`config.mk`:
```
export PLATFORM = sky130hd
export DESIGN_NAME = seven_seg_scan_ctrl
export DESIGN_NICKNAME = d
export VERILOG_FILES = /design/src/rtl/seven_seg_pkg.sv /design/src/rtl/seven_seg_scan_ctrl_scan_timer.sv /design/src/rtl/seven_seg_scan_ctrl.sv
export SDC_FILE = /design/constraint.sdc
export NUM_CORES = 1
export LEC_CHECK = 0
export ABC_AREA = 1
export CAP_MARGIN = 5
export CORE_MARGIN = 2
export CORE_UTILIZATION = 61
export CTS_CLUSTER_DIAMETER = 200
export CTS_CLUSTER_SIZE = 8
export DETAILED_ROUTE_END_ITERATION = 7
export PLACE_DENSITY_LB_ADDON = 0.1
export SLEW_MARGIN = 20
export SYNTH_ARGS = -nofsm -noshare
export SYNTH_HDL_FRONTEND = slang
export SYNTH_HIERARCHICAL = 1
export SYNTH_SLANG_ARGS = --single-unit
```
`constraint.sdc`:
```
create_clock -name clk -period 3.9 [get_ports clk]
set_input_delay 0.585 -clock clk [delete_from_list [all_inputs] [get_ports clk]]
set_output_delay 0.585 -clock clk [all_outputs]
set_load 0.01 [all_outputs]
```
`src/rtl/seven_seg_pkg.sv`:
```
// Shared definitions for the seven-segment scan controller: state encoding,
// BCD width and parameter-range limits.
package seven_seg_pkg;

   typedef enum logic {
      BLANK = 1'b0,
      SHOW  = 1'b1
   } scan_state_t;

   localparam int BCD_W            = 4;
   localparam int MIN_DIGITS       = 2;
   localparam int MAX_DIGITS       = 8;
   localparam int MIN_BLANK_CYCLES = 1;
   localparam int MIN_DWELL_CYCLES = 1;

   function automatic int max_int(input int a, input int b);
      return (a > b) ? a : b;
   endfunction

   function automatic int clamp_int(input int v, input int lo, input int hi);
      return (v < lo) ? lo : ((v > hi) ? hi : v);
   endfunction

endpackage

```
`src/rtl/seven_seg_scan_ctrl_scan_timer.sv`:
```
// Phase timer for the scan FSM: counts up from zero and flags the last cycle
// of the currently loaded phase length; load restarts it with a new length.
module scan_timer #(
   parameter int CW          = 2,
   parameter int RESET_LIMIT = 1
) (
   input  logic          clk,
   input  logic          rst,
   input  logic          load,
   input  logic [CW-1:0] load_value,
   output logic [CW-1:0] count,
   output logic          tc
);

   logic [CW-1:0] count_reg;
   logic [CW-1:0] limit_reg;

   always_ff @(posedge clk or posedge rst) begin
      if (rst) begin
         count_reg <= '0;
         limit_reg <= CW'(RESET_LIMIT);
      end else if (load) begin
         count_reg <= '0;
         limit_reg <= load_value;
      end else if (!tc) begin
         count_reg <= count_reg + CW'(1);
      end
   end

   assign count = count_reg;
   assign tc    = (count_reg == limit_reg - CW'(1));

endmodule

```
`src/rtl/seven_seg_scan_ctrl.sv`:
```
// Time-multiplexed scan controller for a shared BCD-to-7-segment decoder.
// Optional leading-zero suppression: define SEVEN_SEG_LZ_BLANK_EN.
module seven_seg_scan_ctrl
   import seven_seg_pkg::*;
#(
   parameter int NUM_DIGITS   = 4,
   parameter int BLANK_CYCLES = 2,
   parameter int DWELL_CYCLES = 50000
) (
   input  logic                        clk,
   input  logic                        rst,
   input  logic                        en,
   input  logic                        wr_valid,
   input  logic [BCD_W*NUM_DIGITS-1:0] wr_data,
   output logic                        wr_ready,
   output logic [BCD_W-1:0]            bcd_out,
   output logic [NUM_DIGITS-1:0]       digit_en,
   output logic                        frame_done
);

   localparam int SCAN_DIGITS = clamp_int(NUM_DIGITS, MIN_DIGITS, MAX_DIGITS);
   localparam int BLANK_LEN   = max_int(BLANK_CYCLES, MIN_BLANK_CYCLES);
   localparam int DWELL_LEN   = max_int(DWELL_CYCLES, MIN_DWELL_CYCLES);
   localparam int CW          = $clog2(max_int(BLANK_LEN, DWELL_LEN) + 1);
   localparam int IDX_W       = $clog2(NUM_DIGITS);
   localparam int DATA_W      = BCD_W * NUM_DIGITS;
   localparam logic [IDX_W-1:0] LAST_IDX = IDX_W'(SCAN_DIGITS - 1);

   scan_state_t           state_reg;
   logic [IDX_W-1:0]      index_reg;
   logic [DATA_W-1:0]     display_reg;
   logic [DATA_W-1:0]     shadow_reg;
   logic                  pending_reg;
   logic                  wr_ready_reg;
   logic [BCD_W-1:0]      bcd_out_reg;
   logic [NUM_DIGITS-1:0] digit_en_reg;
   logic                  frame_done_reg;

   logic [CW-1:0]         count;
   logic                  tc;
   logic                  timer_load;
   logic [CW-1:0]         timer_value;

   logic                  transfer;
   logic                  frame_end;
   logic                  commit;
   logic                  last_show_next;
   logic [IDX_W-1:0]      index_next;
   logic [DATA_W-1:0]     display_next;
   logic [BCD_W-1:0]      digit_next [NUM_DIGITS];
   logic [NUM_DIGITS-1:0] show_mask;

   scan_timer #(
      .CW          (CW),
      .RESET_LIMIT (BLANK_LEN)
   ) u_scan_timer (
      .clk        (clk),
      .rst        (rst),
      .load       (timer_load),
      .load_value (timer_value),
      .count      (count),
      .tc         (tc)
   );

   // Each phase change restarts the timer with the length of the phase being entered.
   always_comb begin
      timer_load  = 1'b0;
      timer_value = CW'(BLANK_LEN);
      if (!en) begin
         timer_load = 1'b1;
      end else if (tc) begin
         timer_load  = 1'b1;
         timer_value = (state_reg == BLANK) ? CW'(DWELL_LEN) : CW'(BLANK_LEN);
      end
   end

   assign transfer     = wr_valid && wr_ready_reg;
   assign frame_end    = (state_reg == SHOW) && tc && (index_reg == LAST_IDX);
   assign commit       = pending_reg && (frame_end || !en);
   assign display_next = commit ? shadow_reg : display_reg;
   assign index_next   = (index_reg == LAST_IDX) ? '0 : index_reg + IDX_W'(1);

   // frame_done is registered, so it is raised on the edge entering the final SHOW cycle.
   assign last_show_next = en && (index_reg == LAST_IDX) &&
                           (((state_reg == SHOW) && !tc && (DWELL_LEN >= 2) &&
                             (count == CW'(DWELL_LEN - 2))) ||
                            ((state_reg == BLANK) && tc && (DWELL_LEN == 1)));

   for (genvar gi = 0; gi < NUM_DIGITS; gi++) begin : g_digit
      assign digit_next[gi] = display_next[gi*BCD_W +: BCD_W];
   end

`ifdef SEVEN_SEG_LZ_BLANK_EN
   logic [NUM_DIGITS-1:1] digit_nz;
   for (genvar gi = 0; gi < NUM_DIGITS; gi++) begin : g_lz
      if (gi == 0) begin : g_units
         assign show_mask[gi] = 1'b1;
      end else begin : g_upper
         assign digit_nz[gi]  = |display_reg[gi*BCD_W +: BCD_W];
         assign show_mask[gi] = |digit_nz[NUM_DIGITS-1:gi];
      end
   end
`else
   assign show_mask = '1;
`endif

   always_ff @(posedge clk or posedge rst) begin
      if (rst) begin
         state_reg      <= BLANK;
         index_reg      <= '0;
         display_reg    <= '0;
         shadow_reg     <= '0;
         pending_reg    <= 1'b0;
         wr_ready_reg   <= 1'b1;
         bcd_out_reg    <= '0;
         digit_en_reg   <= '0;
         frame_done_reg <= 1'b0;
      end else begin
         if (transfer) begin
            shadow_reg   <= wr_data;
            pending_reg  <= 1'b1;
            wr_ready_reg <= 1'b0;
         end else if (commit) begin
            display_reg  <= shadow_reg;
            pending_reg  <= 1'b0;
            wr_ready_reg <= 1'b1;
         end

         frame_done_reg <= last_show_next;

         if (!en) begin
            state_reg    <= BLANK;
            index_reg    <= '0;
            digit_en_reg <= '0;
            bcd_out_reg  <= digit_next[0];
         end else if (tc) begin
            case (state_reg)
               BLANK: begin
                  state_reg    <= SHOW;
                  digit_en_reg <= show_mask & (NUM_DIGITS'(1) << index_reg);
               end
               SHOW: begin
                  state_reg    <= BLANK;
                  index_reg    <= index_next;
                  digit_en_reg <= '0;
                  bcd_out_reg  <= digit_next[index_next];
               end
               default: state_reg <= BLANK;
            endcase
         end
      end
   end

   assign wr_ready   = wr_ready_reg;
   assign bcd_out    = bcd_out_reg;
   assign digit_en   = digit_en_reg;
   assign frame_done = frame_done_reg;

endmodule
```
==> impl_metrics.csv <==
group,metric,value,unit
worst_setup_path,start_kind,"register",
clocking,cts.repair.resized,0,
die,rows,32,
clocking,numCtsBuffers,9,
worst_setup_path,arrival,3.49,ns
synthesis,ys_seq_area_share,40.2,%
synthesis,synthDistinctLibCells,40,
worst_setup_path,slowest_delay,0.71,ns
worst_setup_path,critPathKind,"reg2reg",
timing,hold_slack,0.485,ns
placement,dpl.hpwl,8090,um
detailed_routing,totalWireLength,10900,um
detailed_routing,wl_per_cell,14.0,um
clocking,cts_setup_buffers,0,
synthesis,synth_area_leader_cell,"dfrtp_1",
timing,drv_slew,0,
detailed_routing,wl_met3,404,um
cells_and_area,antenna_cells,0,
worst_setup_path,cp_max_fo,32,
synthesis,synthFlopType,"dfrtp_1",
die,start_util,62.9,%
power_and_ir_drop,power.density,451,mW/mm2
worst_setup_path,startpoint,"u_scan_timer/limit_reg[1]",
synthesis,ys_ff_latch,78,
timing,final.setup.tns,0,ns
synthesis,synth_top_area_share,39.1,%
detailed_routing,route.detailed.drc,0,
clocking,htree_levels,3,
clocking,cts.sinks,78,
worst_setup_path,reg2reg_depth,15,
timing,fmax,307,MHz
die,core-area,0.00773,mm2
die,dieArea,0.00870,mm2
die,die_h,93.3,um
global_route,grt_pass1_wl,18700,um
detailed_routing,vias,4234,
synthesis,async_reset_ff_share,100,%
timing,finalCritPeriodShare,83.4,%
worst_setup_path,crit_required,4.13,ns
detailed_routing,viasPerCell,5.46,
worst_setup_path,cp_common_cell,"nand2_1",
placement,place_congestion,1.00,
worst_setup_path,cp-end-kind,"register",
synthesis,ys_warn_count,6,
clocking,clockBufferDepth,2,
timing,hold_viol_final,0,
global_route,grt_pass1_vias,4088,
global_route,track_usage,27.0,%
timing,rsz0062_at_grt,"no",
cells_and_area,utilization,69.8,%
placement,portBuffers,29,
timing,fin_crit,3.25,ns
clocking,clk_pin_slew,0.09,ns
clocking,clockRootBuffer,"clkbuf_8",
power_and_ir_drop,p_leak,2.69,nW
min_path,min_from,"shadow_reg[5]",
detailed_routing,met1_length,4600,um
clocking,cts_tree,"built",
detailed_routing,firstDrtPassIters,5,
detailed_routing,ant_nets,0,
timing,skew,0.0117,ns
synthesis,avgSynthCellArea,7.59,um2
clocking,ctsHoldBuffers,0,
synthesis,synth-edff-count,0,
job,cap_violations,0,
synthesis,synth_common_cells,"nand2_1, dfrtp_1, nand3_1",
worst_setup_path,r2r-start,"u_scan_timer/limit_reg[1]",
cells_and_area,finalNetCount,695,
cells_and_area,area.growth.synth_to_final,10.9,%
global_route,grt_max_degree,47,
timing,worst_pin_slew,0.967,ns
detailed_routing,wl_met2,5610,um
cells_and_area,drive_gt1_share,9.94,%
placement,post_dp_cell_area,0.00520,mm2
synthesis,netlist_area,0.00486,mm2
die,ioPinCount,30,
timing,maxSlewHeadroom,35.4,%
cells_and_area,final_area,0.00539,mm2
die,die_w,93.3,um
run_status,status,"finished, final reports clean",
synthesis,yosysMostFrequentCell,"nand2_1",
detailed_routing,highest_layer,"met4",
clocking,clk_latency,0.35,ns
min_path,hold_depth,2,
detailed_routing,drt_iter0_drc,239,
worst_setup_path,path_cells,"inv_1, ha_1, or2_2, nand4_1, a21oi_1, nand2_1, nor2_1, nand4_1, nor2_1, inv_1, nand2_1, inv_1, nand3_2, nand2_1, nand2_1",
power_and_ir_drop,vdd_ir_drop_max,345,uV
min_path,hold_class,"reg2reg",
synthesis,synthCells,641,
timing,setup_violations,0,
synthesis,netlist_top_cells_area,"dfrtp_1, nand2_1, nand3_1",
worst_setup_path,cp_slowest_cell,"inv_1",
global_route,antenna_found_initial,0,
global_route,grt-ovfl-total,0,
==> layout make-up <==
type,instances,area [um2]
multi-input combinational,497,2610
fill,643,2330
sequential,78,1950
timing repair buffer,34,328
inverter,49,184
clock buffer,12,145
tap,102,128
clock inverter,4,48.8
==> critical path: cells and delay by family, from the launching register on <==
kind            cells  cell delay (ns)
buf+inv             3             0.92
fa+ha+maj           1             0.28
compound gates      1             0.06
flops               1             0.54
simple gates       10             1.34
==> power breakdown <==
group          switching, mW  leakage [nW]  internal, mW
Sequential             0.151          1.00          1.02
Clock                  0.298         0.100         0.313
Combinational          0.382          1.59         0.271
==> routing by layer <==
layer / vias to the layer above / GRT usage [%]
met5: - / 0
met4: 0 / 10.8
met3: 21 / 3.22
met2: 107 / 48.1
met1: 1971 / 33.1
li1: 2135 / -
==> worst paths after layout <==
check | to | slack (ns)
hold / removal | shadow_reg[5] | 0.49
hold reg to reg | shadow_reg[5] | 0.49
min in group asynchronous | u_scan_timer/count[14] | 0.65
max in group asynchronous | bcd_out[0] | 2.52
setup / recovery | u_scan_timer/count[5] | 0.65
setup reg to reg | u_scan_timer/count[5] | 0.65
==> layout by cell type (no fill, tap or decap), types with 9 or more instances in the layout <==
master,synthesis,routed
a31oi_1,12,12
clkbuf_8,0,10
clkdlybuf4s50_1,0,29
conb_1,1,9
dfrtp_1,76,76
inv_1,45,44
nand2_1,212,212
nand2_2,10,10
nand3_1,64,64
nand4_1,25,25
nor2_1,49,49
o21ai_0,19,19
xor2_1,20,20
==> per-stage QoR <==
| stage | setup slack, ns | power (mW) | instances |
|---|---|---|---|
| global placement | 0.799 | 1.81 | 760 |
| detailed placement | 0.687 | 1.83 | 760 |
| CTS | 0.681 | 2.45 | 776 |
| floorplan | 1.20 | 1.67 | 649 |
| global route | 0.294 | 2.61 | 776 |
| finish | 0.647 | 2.43 | 776 |
==> logic make-up after synthesis <==
kind of cell | Yosys count | share of synthesized area (%)
simple gates | 416 | 41.8
compound gates | 40 | 4.84
flops | 78 | 40.2
fa+ha+maj | 6 | 1.54
buf+inv | 74 | 6.85
xor+xnor | 26 | 4.68
other cells | 1 | 0.0771
Power figures use the tool's default switching activity.
